**src/rtl/mux8_sched_pkg.sv**
```systemverilog
// rtl/mux8_sched_pkg.sv - shared state encodings and default sizes for the round-robin lane scheduler
package mux8_sched_pkg;

  localparam logic ST_IDLE = 1'b0;
  localparam logic ST_BUSY = 1'b1;

  localparam int N_REQ_DEF  = 8;
  localparam int DATA_W_DEF = 8;

endpackage

```
**src/rtl/mux8_rr_scheduler_if.sv**
```systemverilog
// rtl/mux8_rr_scheduler_if.sv - requester lanes plus downstream valid/ready bus of the lane scheduler
interface mux8_rr_scheduler_if
  import mux8_sched_pkg::*;
#(
  parameter int N_REQ  = N_REQ_DEF,
  parameter int DATA_W = DATA_W_DEF,
  parameter int SEL_W  = $clog2(N_REQ)
) ();

  logic [N_REQ-1:0]        req;
  logic [N_REQ*DATA_W-1:0] din;
  logic [N_REQ-1:0]        ack;
  logic [DATA_W-1:0]       out_data;
  logic [SEL_W-1:0]        out_sel;
  logic                    out_valid;
  logic                    out_ready;
  logic                    busy;

  modport master (
    input  req, din, out_ready,
    output ack, out_data, out_sel, out_valid, busy
  );

  modport slave (
    output req, din, out_ready,
    input  ack, out_data, out_sel, out_valid, busy
  );

endinterface

```
**src/rtl/mux8_rr_scheduler_rr_pick.sv**
```systemverilog
// rtl/mux8_rr_scheduler_rr_pick.sv - rotating priority encoder: first set req bit at or after ptr, wrapping
module rr_pick
  import mux8_sched_pkg::*;
#(
  parameter int N_REQ = N_REQ_DEF,
  parameter int SEL_W = $clog2(N_REQ)
) (
  input  logic [N_REQ-1:0] req,
  input  logic [SEL_W-1:0] ptr,
  output logic [SEL_W-1:0] winner,
  output logic             any
);

  int               idx;
  logic [SEL_W-1:0] cand;

  // Scan from the far end back towards ptr so the last hit is the highest priority.
  always_comb begin
    winner = '0;
    any    = 1'b0;
    idx    = 0;
    cand   = '0;
    for (int i = N_REQ - 1; i >= 0; i--) begin
      idx  = (int'(ptr) + i) % N_REQ;
      cand = idx[SEL_W-1:0];
      if (req[cand]) begin
        winner = cand;
        any    = 1'b1;
      end
    end
  end

endmodule

```
**src/rtl/mux8_rr_scheduler.sv**
```systemverilog
// rtl/mux8_rr_scheduler.sv - round-robin scheduler over one 8:1 lane-select datapath with valid/ready output
// Optional lane bursting is enabled by defining MUX8_SCHED_BURST_EN.
module mux8_rr_scheduler
  import mux8_sched_pkg::*;
#(
  parameter int N_REQ  = N_REQ_DEF,
  parameter int DATA_W = DATA_W_DEF
`ifdef MUX8_SCHED_BURST_EN
  ,
  parameter int MAX_BURST = 4
`endif
) (
  input logic                 clk,
  input logic                 rst,
  mux8_rr_scheduler_if.master bus
);

  localparam int SEL_W = $clog2(N_REQ);

  logic              state;
  logic [SEL_W-1:0]  ptr;
  logic [SEL_W-1:0]  pick;
  logic              pick_any;
  logic [SEL_W-1:0]  grant;
  logic              grant_any;
  logic [SEL_W-1:0]  next_ptr;
  logic [DATA_W-1:0] lane_word;
  logic              handshake;

  rr_pick #(
    .N_REQ (N_REQ),
    .SEL_W (SEL_W)
  ) u_pick (
    .req    (bus.req),
    .ptr    (ptr),
    .winner (pick),
    .any    (pick_any)
  );

`ifdef MUX8_SCHED_BURST_EN
  localparam int BURST_W = $clog2(MAX_BURST + 1);

  logic [BURST_W-1:0] burst_cnt;
  logic               regrant;

  // out_sel still holds the last winner while IDLE; burst_cnt==0 means no grant yet.
  assign regrant   = (burst_cnt != '0) && (burst_cnt < BURST_W'(MAX_BURST)) && bus.req[bus.out_sel];
  assign grant     = regrant ? bus.out_sel : pick;
  assign grant_any = regrant | pick_any;

  always_ff @(posedge clk) begin
    if (rst) begin
      burst_cnt <= '0;
    end else if (state == ST_IDLE && grant_any) begin
      if (regrant)
        burst_cnt <= burst_cnt + 1'b1;
      else
        burst_cnt <= BURST_W'(1);
    end
  end
`else
  assign grant     = pick;
  assign grant_any = pick_any;
`endif

  assign lane_word = bus.din[int'(grant)*DATA_W +: DATA_W];
  assign handshake = (state == ST_BUSY) && bus.out_valid && bus.out_ready;
  assign next_ptr  = (bus.out_sel == SEL_W'(N_REQ - 1)) ? '0 : bus.out_sel + 1'b1;
  assign bus.busy  = (state == ST_BUSY);

  always_comb begin
    bus.ack = '0;
    if (handshake && !rst)
      bus.ack[bus.out_sel] = 1'b1;
  end

  always_ff @(posedge clk) begin
    if (rst) begin
      state         <= ST_IDLE;
      ptr           <= '0;
      bus.out_valid <= 1'b0;
      bus.out_data  <= '0;
      bus.out_sel   <= '0;
    end else if (state == ST_IDLE) begin
      if (grant_any) begin
        bus.out_sel   <= grant;
        bus.out_data  <= lane_word;
        bus.out_valid <= 1'b1;
        state         <= ST_BUSY;
      end
    end else if (handshake) begin
      bus.out_valid <= 1'b0;
      ptr           <= next_ptr;
      state         <= ST_IDLE;
    end
  end

endmodule

```
**src/flat_wrapper.sv**
```systemverilog
// flat-port wrapper written by rule: the top's interface ports become plain ports
module mux8_rr_scheduler_flat import mux8_sched_pkg::*;
#(
  parameter int N_REQ  = N_REQ_DEF,
  parameter int DATA_W = DATA_W_DEF

)
  (clk, rst, bus_req, bus_din, bus_out_ready, bus_ack, bus_out_data, bus_out_sel, bus_out_valid, bus_busy);
  mux8_rr_scheduler_if #(.N_REQ(N_REQ), .DATA_W(DATA_W)) bus_i ();
  input logic clk;
  input logic rst;
  input wire logic [$bits(bus_i.req)-1:0] bus_req;
  input wire logic [$bits(bus_i.din)-1:0] bus_din;
  input wire logic [$bits(bus_i.out_ready)-1:0] bus_out_ready;
  output wire logic [$bits(bus_i.ack)-1:0] bus_ack;
  output wire logic [$bits(bus_i.out_data)-1:0] bus_out_data;
  output wire logic [$bits(bus_i.out_sel)-1:0] bus_out_sel;
  output wire logic [$bits(bus_i.out_valid)-1:0] bus_out_valid;
  output wire logic [$bits(bus_i.busy)-1:0] bus_busy;
  assign bus_i.req = bus_req;
  assign bus_i.din = bus_din;
  assign bus_i.out_ready = bus_out_ready;
  assign bus_ack = bus_i.ack;
  assign bus_out_data = bus_i.out_data;
  assign bus_out_sel = bus_i.out_sel;
  assign bus_out_valid = bus_i.out_valid;
  assign bus_busy = bus_i.busy;
  mux8_rr_scheduler #(.N_REQ(N_REQ), .DATA_W(DATA_W)) u_core (.clk(clk), .rst(rst), .bus(bus_i));
endmodule
```
**config.mk**
```make
export PLATFORM = sky130hd
export DESIGN_NAME = mux8_rr_scheduler_flat
export DESIGN_NICKNAME = d
export VERILOG_FILES = /design/src/rtl/mux8_sched_pkg.sv /design/src/rtl/mux8_rr_scheduler_if.sv /design/src/rtl/mux8_rr_scheduler_rr_pick.sv /design/src/rtl/mux8_rr_scheduler.sv /design/src/flat_wrapper.sv
export SDC_FILE = /design/constraint.sdc
export NUM_CORES = 1
export LEC_CHECK = 0
export ABC_AREA = 1
export BUFFER_PORTS_ARGS = -buffer_cell sky130_fd_sc_hd__buf_2
export CAP_MARGIN = 20
export CELL_PAD_IN_SITES_DETAIL_PLACEMENT = 0
export CELL_PAD_IN_SITES_GLOBAL_PLACEMENT = 2
export CORE_MARGIN = 1
export CORE_UTILIZATION = 24
export DETAILED_ROUTE_END_ITERATION = 16
export PLACE_DENSITY = 0.95
export SETUP_SLACK_MARGIN = 0.5
export SLEW_MARGIN = 10
export SYNTH_ARGS = -nofsm -noshare
export SYNTH_HDL_FRONTEND = slang
export SYNTH_SLANG_ARGS = --single-unit
```
**constraint.sdc**
```tcl
create_clock -name clk -period 3.9 [get_ports clk]
set_input_delay 0 -clock clk [delete_from_list [all_inputs] [get_ports clk]]
set_output_delay 0 -clock clk [all_outputs]
set_load 0.1 [all_outputs]
```
* After elaboration in Yosys (flattened, before gate mapping) *
Cells that the tools add are included.

word-level totals
  register bits after elaboration = 16
  bits in latches = 0
  memory bits (writable) = 0
  ROM bits = 0
  bits of input ports = 75
  output and inout port bits = 21
  memories = 0

cells by class
  add/sub/neg operators = 8
  multipliers = 0
  div/mod/pow operators = 0
  magnitude comparators = 10
  equality and inequality tests = 2
  shifts and indexed selects = 1
  muxes and demuxes = 42
  bitwise gates (word level) = 1
  reduce and logical (&&, ||, !) cells = 9

operators with widths
  operator             count
  $shiftx 64x7->8      1
  $lt 3x4->1 const B   9
  $mux 3               9
  $bmux 1 s3           8
  $mux 1               23
  $add 3x3->3 const B  4
  $mux 8               1
  $add 3x1->3 const B  2
  $add 3x2->3 const B  2
  $reduce_and 2->1     3
  $logic_and 1x1->1    4
  $demux 1 s3          1
  $eq 3x3->1 const B   1
  $ge 3x1->1 const B   1
  $ne 2x2->1 const B   1
  $reduce_bool 2->1    1
  $logic_not 1->1      1
  $not 1->1            1

* Logic depth before layout (Yosys ltp) *
Gate-level depths: netlist (run 1).

  depth after elaboration = 13
  depth in mapped cells = 24
  mapped depth without buffers = 23

* Modules after synthesis *
From an unflattened synthesis (run 1), not the netlist that was laid out.

unflattened totals
  cells, all modules = 380
  area total of the unflattened synthesis = 2187.1 um^2

modules (own cells, without submodules)
  module             instances  cells an instance  area each (um^2)  seq. area each (um^2)
  mux8_rr_scheduler  1          258                1447.6            320.3
  rr_pick            1          122                739.5             0.0

* Least setup slack after synthesis (run 1) *
Ideal clock, no wire load.

  kind = register -> output
  start = register u_core.state, in the netlist u_core.bus.busy
  end = output port bus_ack[1]
  arrival time = 2.856 ns
  required time = 3.900 ns
  setup slack = 1.044 ns
  cell stages (with the launch flop) = 5
  path buffers = 0
  path through = dfxtp_1 > nand3_1 > nor2_1 > nand2_1 > nor2_1

between the ends
  cells in the longest elaborated chain, start to end = 4

RTL lines
  what                             line                     RTL
  from (decl)                      mux8_rr_scheduler.sv:20  logic state;
  from (signal assigned)           mux8_rr_scheduler.sv:79  state <= ST_IDLE;
  from (signal assigned)           mux8_rr_scheduler.sv:89  state <= ST_BUSY;
  from (signal assigned)           mux8_rr_scheduler.sv:94  state <= ST_IDLE;
  $logic_and 1x1->1 (2 in series)  mux8_rr_scheduler.sv:67  assign handshake = (state == ST_BUSY) && bus.out_valid && bus.out_ready;
  $logic_and 1x1->1                mux8_rr_scheduler.sv:73  if (handshake && !rst)
  $mux 8                           mux8_rr_scheduler.sv:73
  to (decl)                        flat_wrapper.sv:15       output wire logic [$bits(bus_i.ack)-1:0] bus_ack;

No other way between the ends.

* Final worst setup path (run 1) *
  start = register u_core.ptr[1]
  end = register u_core.bus.out_data[1]

between the ends
  cells in the longest elaborated chain, start to end = 12
  elaborated cells on any way between the ends = 41
  those cells by class = add/sub (7); shift (1); mux (32); reduce/logical (1)

RTL lines
  what                                                 line                             RTL
  from (decl)                                          mux8_rr_scheduler.sv:21          logic [SEL_W-1:0] ptr;
  from (signal assigned)                               mux8_rr_scheduler.sv:93          ptr <= next_ptr;
  $add 3x3->3                                          mux8_rr_scheduler_rr_pick.sv:24  idx = (int'(ptr) + i) % N_REQ;
  $bmux 1 s3                                           mux8_rr_scheduler_rr_pick.sv:26  if (req[cand]) begin
  $mux 1 (implied by the code)                         mux8_rr_scheduler_rr_pick.sv:26
  $mux 3 or $mux 1 (tied branches) (8 in series)       mux8_rr_scheduler_rr_pick.sv:26
  $shiftx 64x7->8 or $reduce_and 2->1 (tied branches)  --
  to (signal assigned)                                 mux8_rr_scheduler.sv:87          bus.out_data <= lane_word;
  to (decl)                                            mux8_rr_scheduler_if.sv:21       output ack, out_data, out_sel, out_valid, busy

Several ways; a longest one is shown, not always the timed one. The select of a mux whose other input is x is not followed.
A chain may end at the register's enable or synchronous reset.

==> results_tabular.tex, run 1 <==
\begin{tabular}{lr}
\hline
Metric & Value \\
\hline
\multicolumn{2}{l}{\textbf{Critical path}} \\
\quad Reg-to-reg slack, setup & 0.89 ns \\
\quad Maximum net fanout on the critical path & 18 \\
\quad Worst Setup Path Type & reg2reg \\
\quad Startpoint of the lowest-slack register-to-register path & u\_core.ptr[1] \\
\quad Required @ worst endpoint & 4.10 ns \\
\quad Worst setup EP type & flop \\
\quad Critical Path Start Type & flop \\
\quad Crit path largest cell delay & 0.49 ns \\
\quad Worst path cell trace & inv\_2 -> ha\_1 -> inv\_1 -> nand3\_1 -> nand2\_1 -> o21ai\_1 -> inv\_1 -> nand4\_1 -> nor2\_1 -> a31o\_2 -> a21oi\_4 -> nand2\_1 -> nand3\_1 -> nand2\_1 -> inv\_1 \\
\quad Reg2reg end & u\_core.bus.out\_data[1] \\
\quad Data arrival, critical path & 3.22 ns \\
\quad Worst R2R Path Depth & 15 \\
\quad Cell with the largest stage delay on the worst path & dfxtp\_1 \\
\multicolumn{2}{l}{\textbf{Synth}} \\
\quad Count of cell types in the netlist & 25 \\
\quad Most common flop cell mapped by yosys & dfxtp\_1 \\
\quad Sequential cell area fraction in the yosys report & 14.6\% \\
\quad Commonest cells in the netlist & nand2\_1 (142), nand3\_1 (79), inv\_1 (65) \\
\quad Post-synth design cell area & 0.00219 mm² \\
\quad Async set or reset register ratio after synthesis & 0\% \\
\quad Flip-flop and latch count after synthesis & 16 \\
\quad Number of instances in the synthesized netlist & 406 \\
\quad Synth top area cells & nand2\_1 (24\%), nand3\_1 (18\%), dfxtp\_1 (15\%) \\
\quad Count of flip-flops with a built-in enable after synthesis & 0 \\
\quad Mean area per synthesized cell & 5.39 µm² \\
\quad Yosys warning total & 0 \\
\quad Cell accounting for the most synthesized area & nand2\_1 \\
\quad Yosys top cell area share & 24.4\% \\
\quad Number of nets produced by synthesis & 485 \\
\quad Most frequently used cell type in the post-synthesis netlist & nand2\_1 \\
\multicolumn{2}{l}{\textbf{Clocking}} \\
\quad Sinks on the clock net & 16 \\
\quad Clock Pin Slew Worst Setup and Hold Paths & 0.07 ns \\
\quad H-tree levels & 1 \\
\quad Master cell of the clock root buffer & clkbuf\_8 \\
\quad TritonCTS clock tree & built \\
\quad Setup fix buffers added after clock tree synthesis & 0 \\
\quad CTS buffer count & 3 \\
\quad Clock insertion delay at the later pin of the skew report & 0.25 ns \\
\quad Clock Tree Buf Depth & 2 \\
\multicolumn{2}{l}{\textbf{Timing}} \\
\quad Clock period minus worst slack & 3.01 ns \\
\quad Final-report max-slew violation count & 0 \\
\quad Transition at the pin with the smallest max-transition slack & 0.507 ns \\
\quad Worst setup slack after layout & 0.888 ns \\
\quad TNS Setup & 0 ns \\
\quad Final clock skew & 0.00309 ns \\
\quad Max-slew headroom at the worst pin & 66.4\% \\
\quad FMAX & 332 MHz \\
\quad Final clock period utilization by the worst path & 77.2\% \\
\quad Unrepaired setup endpoints after global routing & no \\
\quad Count of endpoints failing hold in the final timing report & 0 \\
\quad Total of endpoints with negative setup slack in the final report & 0 \\
\multicolumn{2}{l}{\textbf{Pwr}} \\
\quad Peak VDD IR & 0.000149 V \\
\quad Static leakage & 0.00167 µW \\
\quad Total power divided by cell area & 359 mW/mm² \\
\quad Total design power & 997 µW \\
\multicolumn{2}{l}{\textbf{Flow run}} \\
\quad Number of maximum-capacitance violations & 0 \\
\multicolumn{2}{l}{\textbf{Routing}} \\
\quad DRC marker count from the first detailed-route iteration & 113 \\
\quad Post-detailed-route DRC marker count & 0 \\
\quad Pre-antenna DRT Iters & 4 \\
\quad Total wire length after detailed routing & 6.94 mm \\
\quad Remaining number of nets flagged by the antenna check after routing & 0 \\
\quad Average wire per standard cell & 11.5 µm \\
\quad Vias per std cell & 4.60 \\
\quad DR vias & 2771 \\
\multicolumn{2}{l}{\textbf{Finish}} \\
\quad Final nets & 574 \\
\quad Fill cells & 1031 \\
\quad Final core utilization & 31.7\% \\
\quad ANT cells & 0 \\
\quad Share of post-route cells with drive strength above 1 & 25.9\% \\
\quad Post-route cell area & 0.00278 mm² \\
\quad Synth-to-Final Area Change & 27.1\% \\
\multicolumn{2}{l}{\textbf{Floorplanning}} \\
\quad Initial cell density of the core & 25.0\% \\
\quad Die footprint & 0.00950 mm² \\
\quad Total core area & 0.00876 mm² \\
\quad Row count & 34 \\
\quad Die Span X & 97.5 µm \\
\quad Top Ports & 96 \\
\quad Overall die height & 97.5 µm \\
\multicolumn{2}{l}{\textbf{Global route}} \\
\quad Vias in the first global route & 2713 \\
\quad Pin count of the biggest net entering global routing & 34 \\
\quad Initial antenna violation count & 0 \\
\quad Total Routing Usage GR & 14.5\% \\
\quad Global-route wire length before repair & 11.7 mm \\
\quad Global route overflow & 0 \\
\multicolumn{2}{l}{\textbf{Worst hold path}} \\
\quad Beginning of the worst hold path & bus\_out\_ready \\
\quad Min-Delay Path Class & in2reg \\
\quad Hold Crit Depth & 4 \\
\quad Sink of the worst hold path & u\_core.bus.busy \\
\multicolumn{2}{l}{\textbf{Place}} \\
\quad Routability cong. & 0.874 \\
\quad Port-buffer cells & 95 \\
\quad Area post-placement & 0.00271 mm² \\
\quad Post-detailed-placement half-perimeter wirelength & 5.52 mm \\
\quad Worst slack at placement & 0.630 ns \\
\multicolumn{2}{l}{\textbf{Run status}} \\
\quad Outcome & finished, final reports clean \\
\hline
\end{tabular}
[timing repair]
item / 4_1_cts / 5_1_grt
resized for setup: 0 / 3
hold buffers: 1 / 0
endpoints found under the setup margin: 0 / 11
endpoints found under the hold margin: 1 / 0
[stage by stage]
| stage | instances | hold WS (ns) |
|---|---|---|
| floorplan | 406 | 0.0691 |
| global placement | 597 | 0.242 |
| global route | 602 | 0.132 |
| detailed placement | 597 | 0.242 |
| CTS | 602 | 0.0925 |
| finish | 602 | 0.0987 |
[cells in the final DEF (no fill, tap or decap), types with 5 or more instances in the layout]
cell / synthesis / routed
nand3b_1: 24 / 24
nand2_1: 142 / 142
nor2_1: 14 / 14
inv_2: 9 / 9
inv_1: 65 / 65
o21ai_0: 5 / 5
a21oi_1: 11 / 11
nand2_2: 7 / 7
nand3_1: 79 / 79
dfxtp_1: 16 / 15
buf_2: 7 / 95
[state kept, by name, summed over array words and instances, names as in the netlist]
register and flops:
u_core.bus.busy 1, u_core.bus.out_data 8, u_core.bus.out_sel 3, u_core.bus.out_valid 1, u_core.ptr 3
[logic make-up after synthesis]
family          Yosys count  synth area share (%)
compound gates           22                  6.35
xor+xnor                  1                 0.401
fa+ha+maj                 4                  2.29
buf+inv                  89                  17.6
flops                    16                  14.6
simple gates            274                  58.8
[how the worst max path moves through the flow]
stage / start / end / slack, ns
5_1_grt: u_core.ptr[1] / u_core.bus.out_data[2] / 0.52
3_5_place_dp: u_core.ptr[0] / u_core.bus.out_data[1] / 0.63
2_1_floorplan: u_core.bus.busy / bus_ack[1] / 1.04
3_3_place_gp: u_core.ptr[0] / u_core.bus.out_data[1] / 0.65
6_report: u_core.ptr[1] / u_core.bus.out_data[1] / 0.89
4_1_cts: u_core.ptr[0] / u_core.bus.out_data[1] / 0.62
[per-layer routing]
layer / track usage [%] / part of all wire, % / vias to the layer above
li1: - / - / 1449
met1: 18.3 / 48 / 1243
met2: 25.4 / 46 / 72
met3: 1.94 / 4.6 / 7
met4: 4.52 / 1.3 / 0
met5: 0 / 0 / -
[critical path: cells and delay by family (launching register included)]
kind            cells  cell delay, ns
fa+ha+maj           1            0.42
compound gates      3            0.91
simple gates        7            0.62
buf+inv             4            0.51
flops               1            0.49
[area by class of cell]
| type | instances | area (µm²) | area share [%] |
|---|---|---|---|
| multi-input cells | 301 | 1480 | 53.3 |
| repair buffers | 98 | 504 | 18.1 |
| flip-flops and latches | 16 | 322 | 11.6 |
| inverters | 75 | 282 | 10.1 |
| well taps | 108 | 135 | 4.86 |
| clock buffers | 4 | 55.1 | 1.98 |
[power by group]
part,switching (µW),internal (µW),total (µW),leakage (µW)
Clock,59.5,89.6,149,0.0000288
Combinational,459,180,639,0.00151
Sequential,20.9,188,209,0.000133
Total,539,457,997,0.00167
(Power assumes the default switching activity.)
==> inputs of run 2 (changes only) <==
- CORE_UTILIZATION: 24 -> 20
- PLACE_DENSITY: 0.95 -> 0.85
- clock period: 3.9 -> 2.61 ns (I/O delays scaled with it)
==> run 2 against run 1 <==
Against the previous run: count of clock-buffer cells in the layout did not move; via count increased by 10%; largest cell class unchanged; clock power rose by 53%; sequential power is 49% higher.
==> results_tabular.tex, run 2 (synthesis gave the netlist of run 1 again) <==
\begin{tabular}{lr}
\hline
Metric & Value \\
\hline
\multicolumn{2}{l}{\textbf{Floorplanning}} \\
\quad Total core area & 0.0105 mm² (+19\%) \\
\quad Die Span X & 107 µm (+9.3\%) \\
\quad Initial cell density of the core & 20.9\% (-4.1 points) \\
\quad Top Ports & 96 (unchanged) \\
\quad Die footprint & 0.0114 mm² (+20\%) \\
\quad Row count & 37 (+8.8\%) \\
\quad Overall die height & 107 µm (+9.3\%) \\
\multicolumn{2}{l}{\textbf{Place}} \\
\quad Port-buffer cells & 95 (unchanged) \\
\quad Routability cong. & 0.865 (-1.0\%) \\
\quad Worst slack at placement & 0.0389 ns (-0.591 ns) \\
\quad Post-detailed-placement half-perimeter wirelength & 6.18 mm (+12\%) \\
\quad Cell count after placement & 634 (+6.2\%) \\
\quad Area post-placement & 0.00294 mm² (+8.6\%) \\
\multicolumn{2}{l}{\textbf{Finish}} \\
\quad Top library cells by usage in the layout, fill and taps aside & nand2\_1 (122), buf\_2 (95), inv\_1 (64) \\
\quad Synth-to-Final Area Change & 80.3\% \\
\quad Final core utilization & 37.7\% (+6.0 points) \\
\quad Final nets & 629 (+9.6\%) \\
\quad Post-route cell area & 0.00394 mm² (+42\%) \\
\quad Finished Layout Cells & 685 (+14\%) \\
\quad ANT cells & 0 (unchanged) \\
\quad Most common library cell in the layout ignoring fill and taps & nand2\_1 \\
\quad Largest registers in the final layout & u\_core.bus.out\_data: 8 flops, u\_core.bus.out\_sel: 3 flops, u\_core.ptr: 3 flops \\
\quad Share of post-route cells with drive strength above 1 & 45.0\% (+19 points) \\
\quad Register containing the most flip-flops in the final layout & u\_core.bus.out\_data \\
\quad Fill cells & 1156 (+12\%) \\
\quad Number of flip-flops under the largest register name & 8 (unchanged) \\
\multicolumn{2}{l}{\textbf{Timing}} \\
\quad Unrepaired setup endpoints after global routing & yes \\
\quad Worst setup slack after layout & 0.112 ns (-0.776 ns) \\
\quad Max-slew headroom at the worst pin & 66.5\% (+0.12 points) \\
\quad Final clock period utilization by the worst path & 95.7\% (+18 points) \\
\quad Total of endpoints with negative setup slack in the final report & 0 (unchanged) \\
\quad Count of endpoints failing hold in the final timing report & 0 (unchanged) \\
\quad Final-report max-slew violation count & 0 (unchanged) \\
\quad Final clock skew & 0.00220 ns (-0.000887 ns) \\
\quad Clock period minus worst slack & 2.50 ns (-0.514 ns) \\
\quad FMAX & 400 MHz (+21\%) \\
\quad Transition at the pin with the smallest max-transition slack & 0.505 ns (-0.00182 ns) \\
\multicolumn{2}{l}{\textbf{Routing}} \\
\quad Post-detailed-route DRC marker count & 0 (unchanged) \\
\quad Total wire length after detailed routing & 9.28 mm (+34\%) \\
\quad Vias per std cell & 4.46 (-3.1\%) \\
\quad DRC marker count from the first detailed-route iteration & 136 (+20\%) \\
\quad Average wire per standard cell & 13.6 µm (+18\%) \\
\quad Remaining number of nets flagged by the antenna check after routing & 0 (unchanged) \\
\quad Pre-antenna DRT Iters & 5 (+1) \\
\quad DR vias & 3055 (+10\%) \\
\multicolumn{2}{l}{\textbf{Critical path}} \\
\quad Crit path largest cell delay & 0.39 ns (-0.10 ns) \\
\quad Cell with the largest stage delay on the worst path & dfxtp\_4 \\
\quad Cell type group with the largest total delay on the critical path & simple AND/OR/NAND/NOR gates \\
\quad Data arrival, critical path & 2.65 ns (-0.57 ns) \\
\quad Most frequent CP cell & nand2\_1 \\
\quad Maximum net fanout on the critical path & 6 (-12) \\
\quad Critical Path Start Type & flop \\
\quad Buffers plus inverters on the worst setup path & 5 (+1) \\
\quad Worst setup path startpoint & u\_core.ptr[1] \\
\quad Required @ worst endpoint & 2.77 ns (-1.33 ns) \\
\quad Worst Setup Path Type & reg2reg \\
\quad Startpoint of the lowest-slack register-to-register path & u\_core.ptr[1] \\
\quad Worst setup EP type & flop \\
\quad Worst path cell trace & inv\_8 -> ha\_4 -> buf\_6 -> nand3\_4 -> nand3\_4 -> nand2\_4 -> buf\_4 -> a21oi\_1 -> nand2\_1 -> nand2\_1 -> nand2\_2 -> nand2\_2 -> nand2\_4 -> buf\_6 -> nand3\_1 -> nand2\_1 -> nand2\_1 -> nand3\_1 -> nand2\_1 -> inv\_1 \\
\multicolumn{2}{l}{\textbf{Pwr}} \\
\quad Total power divided by cell area & 502 mW/mm² (+40\%) \\
\quad Gate power share & 72.7\% (+8.6 points) \\
\quad Peak VDD IR & 0.000194 V (+30\%) \\
\quad Static leakage & 0.00216 µW (+29\%) \\
\quad Net switching power figure & 1010 µW (+87\%) \\
\quad Sw Share & 50.8\% (-3.3 points) \\
\quad Clk network pwr share & 11.5\% (-3.5 points) \\
\quad Sequential Power Share & 15.8\% (-5.1 points) \\
\quad Total design power & 1980 µW (+99\%) \\
\quad Int Power & 974 µW (+110\%) \\
\multicolumn{2}{l}{\textbf{Run status}} \\
\quad Outcome & finished, final reports clean \\
\multicolumn{2}{l}{\textbf{Clocking}} \\
\quad TritonCTS clock tree & built \\
\quad Sinks on the clock net & 16 (unchanged) \\
\quad Clock Tree Buf Depth & 2 (unchanged) \\
\quad CTS buffer count & 3 (unchanged) \\
\quad H-tree levels & 1 (unchanged) \\
\quad Master cell of the clock root buffer & clkbuf\_8 \\
\quad Clock Pin Slew Worst Setup and Hold Paths & 0.07 ns (about the same) \\
\quad Clock insertion delay at the later pin of the skew report & 0.25 ns (about the same) \\
\multicolumn{2}{l}{\textbf{Global route}} \\
\quad Initial antenna violation count & 0 (unchanged) \\
\quad Total Routing Usage GR & 16.6\% (+2.1 points) \\
\quad Global-route wire length before repair & 15.3 mm (+31\%) \\
\quad Pin count of the biggest net entering global routing & 13 (-62\%) \\
\quad Global route overflow & 0 (unchanged) \\
\quad Vias in the first global route & 3257 (+20\%) \\
\multicolumn{2}{l}{\textbf{Flow run}} \\
\quad Number of maximum-capacitance violations & 0 (unchanged) \\
\multicolumn{2}{l}{\textbf{Worst hold path}} \\
\quad Min-Delay Path Class & in2reg \\
\quad Beginning of the worst hold path & bus\_out\_ready \\
\hline
\end{tabular}
==> run 2: power by group through the flow <==
stage | Combinational [µW] | Clock [µW] | Sequential (µW)
finish | 1440 | 228 | 312
floorplan | 561 | 0 | 552
global route | 1560 | 247 | 316
CTS | 1370 | 231 | 311
detailed placement | 1010 | 0 | 317
global placement | 1020 | 0 | 317
==> run 2: repair_timing <==
action | in CTS | in global routing
hold buffers | 1 | 0
gates cloned | 9 | 0
setup buffers | 35 | 2
setup endpoints to repair | 13 | 13
pin swaps | 37 | 21
resized for setup | 75 | 29
hold endpoints to repair | 1 | 0
==> run 2: per-layer routing <==
metal	GRT usage, %	wire (µm)	vias up	part of all wire (%)
li1	-	-	1565	-
met1	19.9	4090	1377	44
met2	30.2	4560	100	49
met3	1.88	446	13	4.8
met4	6.46	188	0	2.0
met5	0	0	-	0
==> run 2: cell type report <==
type	instances	area, µm²	share of cell area [%]
multi-input cells	304	1910	48.4
flip-flops and latches	16	330	8.38
repair buffers	150	1180	29.9
well taps	136	170	4.31
clock buffers	4	55.1	1.40
inverters	75	302	7.65
==> run 2: metrics by stage <==
step / TNS [ns] / hold WS (ns)
final: 0 / 0.110
after global routing: -0.228 / 0.133
after CTS: 0 / 0.106
after detailed placement: 0 / 0.241
after global placement: 0 / 0.250
after floorplan: 0 / 0.0617
==> run 2: worst paths after layout <==
| kind | to | depth (start not counted) | slack [ns] |
|---|---|---|---|
| worst max register to register | u_core.bus.out_data[6] | 20 | 0.11 |
| worst min-delay path | u_core.bus.busy | 4 | 0.11 |
| worst min register to register | u_core.bus.out_valid | 2 | 0.48 |
| worst max-delay path | u_core.bus.out_data[6] | 20 | 0.11 |
==> run 2: worst register-to-register path: stages (launching register included) <==
cell     delay, ns
dfxtp_4       0.39
inv_8         0.04
ha_4          0.35
buf_6         0.13
nand3_4       0.11
nand3_4       0.13
nand2_4       0.07
buf_4         0.14
a21oi_1       0.11
nand2_1       0.06
nand2_1       0.07
nand2_2       0.08
nand2_2       0.09
nand2_4       0.08
buf_6         0.14
nand3_1       0.10
nand2_1       0.08
nand2_1       0.07
nand3_1       0.08
nand2_1       0.06
inv_1         0.04
==> inputs of run 3 (changes only) <==
--- a/config.mk
+++ b/config.mk
@@ -6,13 +6,12 @@
 export NUM_CORES = 1
 export LEC_CHECK = 0
-export ABC_AREA = 1
-export BUFFER_PORTS_ARGS = -buffer_cell sky130_fd_sc_hd__buf_2
 export CAP_MARGIN = 20
 export CELL_PAD_IN_SITES_DETAIL_PLACEMENT = 0
 export CELL_PAD_IN_SITES_GLOBAL_PLACEMENT = 2
 export CORE_MARGIN = 1
-export CORE_UTILIZATION = 20
+export CORE_UTILIZATION = 33
 export DETAILED_ROUTE_END_ITERATION = 16
-export PLACE_DENSITY = 0.85
+export DONT_BUFFER_PORTS = 1
+export PLACE_DENSITY = 0.86
 export SETUP_SLACK_MARGIN = 0.5
 export SLEW_MARGIN = 10
==> constraint.sdc (replaced) <==
create_clock -name clk -period 2.61 [get_ports clk]
set_input_delay 0 -clock clk [delete_from_list [all_inputs] [get_ports clk]]
set_output_delay 0 -clock clk [all_outputs]
set_load 0.005 [all_outputs]
==> run 3 against run 2 <==
Against the previous run: the run now ends with negative setup slack left; largest cell class unchanged; setup slack got worse by 0.82 ns; clock power increased by 5%; critical endpoint is now u_core.bus.out_data[4]; total power decreased by 35%; first-iteration DRC count increased by 23%; worst hold slack got worse by 0.051 ns; sequential share of layout area increased by 1.2 points; sequential cell count unchanged.
==> results_tabular.tex, run 3 <==
\begin{tabular}{lr}
\hline
Metric & Value \\
\hline
\multicolumn{2}{l}{\textbf{Run status}} \\
\quad Outcome & complete, but fails checks \\
\quad Violations in the final reports & negative setup slack \\
\multicolumn{2}{l}{\textbf{Clocking}} \\
\quad H-tree levels & 1 (unchanged) \\
\quad Clock Pin Slew Worst Setup and Hold Paths & 0.08 ns (about the same) \\
\quad Clock insertion delay at the later pin of the skew report & 0.27 ns (+0.02 ns) \\
\quad Master cell of the clock root buffer & clkbuf\_8 \\
\quad TritonCTS clock tree & built \\
\quad Sinks on the clock net & 16 (unchanged) \\
\quad CTS buffer count & 3 (unchanged) \\
\quad Clock Tree Buf Depth & 2 (unchanged) \\
\multicolumn{2}{l}{\textbf{Critical path}} \\
\quad Reg2reg end & u\_core.bus.out\_data[4] \\
\quad Data arrival, critical path & 3.48 ns (+0.83 ns) \\
\quad Critical Path Start Type & flop \\
\quad Startpoint of the lowest-slack register-to-register path & u\_core.ptr[0] \\
\quad Worst setup EP type & flop \\
\quad Required @ worst endpoint & 2.77 ns (about the same) \\
\quad Maximum net fanout on the critical path & 8 (+2) \\
\quad Worst Setup Path Type & reg2reg \\
\quad Reg-to-reg slack, setup & -0.71 ns (-0.82 ns) \\
\quad Worst R2R Path Depth & 10 (-50\%) \\
\multicolumn{2}{l}{\textbf{Global route}} \\
\quad Vias in the first global route & 2432 (-25\%) \\
\quad Pin count of the biggest net entering global routing & 19 (+6) \\
\quad Total Routing Usage GR & 19.4\% (+2.8 points) \\
\quad Initial antenna violation count & 0 (unchanged) \\
\quad Global route overflow & 0 (unchanged) \\
\quad Global-route wire length before repair & 12.0 mm (-21\%) \\
\multicolumn{2}{l}{\textbf{Place}} \\
\quad Routability cong. & 0.896 (+3.5\%) \\
\quad Port-buffer cells & 0 (-100\%) \\
\quad Area post-placement & 0.00311 mm² (+5.5\%) \\
\quad Post-detailed-placement half-perimeter wirelength & 6.02 mm (-2.6\%) \\
\multicolumn{2}{l}{\textbf{Flow run}} \\
\quad Number of maximum-capacitance violations & 0 (unchanged) \\
\multicolumn{2}{l}{\textbf{Synth}} \\
\quad Combinational family with the most area after synthesis & multiplexers \\
\quad Count of flip-flops with a built-in enable after synthesis & 0 (unchanged) \\
\quad Number of instances in the synthesized netlist & 288 (-29\%) \\
\quad Async set or reset register ratio after synthesis & 0\% (unchanged) \\
\quad Mean area per synthesized cell & 8.71 µm² (+62\%) \\
\quad Post-synth design cell area & 0.00251 mm² (+15\%) \\
\quad Synth top area cells & mux4\_2 (14\%), dfxtp\_1 (13\%), mux2i\_1 (10\%) \\
\quad Count of cell types in the netlist & 56 (+120\%) \\
\quad Cell accounting for the most synthesized area & mux4\_2 \\
\quad Post-synthesis adder-cell area fraction & 2.00\% (-0.29 points) \\
\quad Compound-cell area share of the yosys netlist & 26.3\% (+20 points) \\
\quad Flip-flop and latch count after synthesis & 16 (unchanged) \\
\quad Most common flop cell mapped by yosys & dfxtp\_1 \\
\quad Commonest cells in the netlist & nor2\_1 (34), mux2i\_1 (26), nand2\_1 (17) \\
\quad Yosys warning total & 0 (unchanged) \\
\quad Number of nets produced by synthesis & 367 (-24\%) \\
\quad Proportion of synthesized area in mux cells & 35.8\% (+36 points) \\
\quad Parity-gate share of the synthesized area counting xor and xnor cells & 0.699\% (+0.30 points) \\
\quad Sequential cell area fraction in the yosys report & 12.8\% (-1.9 points) \\
\quad Simple-gate share of the synthesized area & 16.3\% (-42 points) \\
\quad Yosys top cell area share & 14.4\% (-10 points) \\
\quad Most frequently used cell type in the post-synthesis netlist & nor2\_1 \\
\multicolumn{2}{l}{\textbf{Finish}} \\
\quad Post-route cell area & 0.00342 mm² (-13\%) \\
\quad Final nets & 427 (-32\%) \\
\quad Register containing the most flip-flops in the final layout & u\_core.bus.out\_data \\
\quad Most common library cell in the layout ignoring fill and taps & buf\_4 \\
\quad Share of post-route cells with drive strength above 1 & 42.9\% (-2.1 points) \\
\quad Number of flip-flops under the largest register name & 8 (unchanged) \\
\quad ANT cells & 0 (unchanged) \\
\quad Synth-to-Final Area Change & 36.3\% \\
\quad Top library cells by usage in the layout, fill and taps aside & buf\_4 (66), nor2\_1 (32), mux2i\_1 (24) \\
\quad Largest registers in the final layout & u\_core.bus.out\_data: 8 flops, u\_core.bus.out\_sel: 3 flops, u\_core.ptr: 3 flops \\
\multicolumn{2}{l}{\textbf{Timing}} \\
\quad Max-slew headroom at the worst pin & 60.6\% (-6.0 points) \\
\quad FMAX & 301 MHz (-25\%) \\
\quad Total of endpoints with negative setup slack in the final report & 13 (+13) \\
\quad Unrepaired setup endpoints after global routing & yes \\
\quad Transition at the pin with the smallest max-transition slack & 0.575 ns (+0.0697 ns) \\
\quad Count of endpoints failing hold in the final timing report & 0 (unchanged) \\
\quad Worst setup slack after layout & -0.710 ns (-0.822 ns) \\
\quad Clock period minus worst slack & 3.32 ns (+0.822 ns) \\
\quad Final-report max-slew violation count & 0 (unchanged) \\
\quad Smallest hold slack & 0.0594 ns (-0.0509 ns) \\
\quad Final clock skew & 0.00883 ns (+0.00663 ns) \\
\quad Final clock period utilization by the worst path & 127\% (+31 points) \\
\multicolumn{2}{l}{\textbf{Floorplanning}} \\
\quad Top Ports & 96 (unchanged) \\
\quad Initial cell density of the core & 34.4\% (+13 points) \\
\quad Die footprint & 0.00795 mm² (-30\%) \\
\quad Total core area & 0.00729 mm² (-30\%) \\
\quad Overall die height & 89.2 µm (-16\%) \\
\quad Row count & 31 (-16\%) \\
\quad Die Span X & 89.2 µm (-16\%) \\
\multicolumn{2}{l}{\textbf{Worst hold path}} \\
\quad Hold Crit Depth & 3 (-1) \\
\quad Beginning of the worst hold path & bus\_din[39] \\
\quad Sink of the worst hold path & u\_core.bus.out\_data[7] \\
\quad Min-Delay Path Class & in2reg \\
\multicolumn{2}{l}{\textbf{Routing}} \\
\quad Pre-antenna DRT Iters & 4 (-1) \\
\quad Vias per std cell & 5.82 (+31\%) \\
\quad Total wire length after detailed routing & 8.00 mm (-14\%) \\
\quad DR vias & 2597 (-15\%) \\
\quad Remaining number of nets flagged by the antenna check after routing & 0 (unchanged) \\
\quad DRC marker count from the first detailed-route iteration & 167 (+23\%) \\
\quad Average wire per standard cell & 17.9 µm (+32\%) \\
\quad Post-detailed-route DRC marker count & 0 (unchanged) \\
\multicolumn{2}{l}{\textbf{Pwr}} \\
\quad Peak VDD IR & 0.000239 V (+23\%) \\
\quad Static leakage & 0.00136 µW (-37\%) \\
\quad Total power divided by cell area & 374 mW/mm² (-26\%) \\
\hline
\end{tabular}
## run 3: worst max-delay path: stages (launching register included)
cell and delay (ns):
dfxtp_4 0.40, inv_8 0.04, ha_4 0.31, mux4_2 0.58, mux2i_1 0.24, o211a_1 0.22
o211ai_4 0.11, a211oi_4 0.32, buf_12 0.17, mux4_2 0.50, a221o_1 0.32
## run 3: per-layer routing
layer / up-vias / routed length (µm) / GRT usage [%]
met5: - / 0 / 0
met4: 0 / 153 / 6.20
met3: 12 / 413 / 2.77
met2: 80 / 4090 / 33.1
met1: 1254 / 3350 / 25.4
li1: 1251 / - / -
## run 3: worst max path at each step
stage	start	slack, ns	cells after the start	endpoint
after floorplan	u_core.ptr[0]	-0.92	13	u_core.bus.out_data[0]
after global placement	u_core.ptr[0]	-0.59	12	u_core.bus.out_data[6]
after detailed placement	u_core.ptr[0]	-0.69	9	u_core.bus.out_data[4]
after CTS	u_core.ptr[0]	-0.65	10	u_core.bus.out_data[4]
after global routing	u_core.ptr[0]	-0.79	10	u_core.bus.out_data[4]
final	u_core.ptr[0]	-0.71	10	u_core.bus.out_data[4]
## run 3: timing repair
| item | in CTS | in global routing |
|---|---|---|
| setup buffers | 11 | 3 |
| hold buffers | 1 | 0 |
| pin swaps | 7 | 8 |
| setup endpoints to repair | 13 | 13 |
| resized for setup | 25 | 8 |
| endpoints found under the hold margin | 12 | 0 |
## run 3: area by class of cell
cell class	instances	area, µm²
fillers	711	3870
multi-input cells	239	2220
repair buffers	76	637
flip-flops and latches	16	327
well taps	99	124
clock buffers	4	55.1
inverters	12	55.1
## run 3: logic make-up (layout without fill, tap and decap cells)
logic type               after synthesis  after routing
AO/OA/AOI/OAI                         87             87
AND/OR/NAND/NOR                       86             86
multiplexers                          60             60
buffers and inverters                 33             92
flip-flops                            16             16
adder cells (fa/ha/maj)                4              4
XOR/XNOR                               2              2
## run 3: where the power goes
group          total, µW  switching, µW  leakage, µW  internal [µW]
Clock                240            105    0.0000288            134
Combinational        735            335      0.00119            401
Sequential           303           31.4     0.000134            272
## run 3: metrics by stage
stage                     setup slack (ns)  std cells  TNS [ns]  power, µW  util, %
after floorplan                     -0.919        288     -7.93        748        -
after global placement              -0.589        427     -5.44        938     42.6
after detailed placement            -0.687        427     -6.13        951     42.6
after CTS                           -0.648        443     -5.46       1250     45.9
after global routing                -0.792        446     -7.40       1350     46.9
final                               -0.710        446     -6.09       1280     46.9
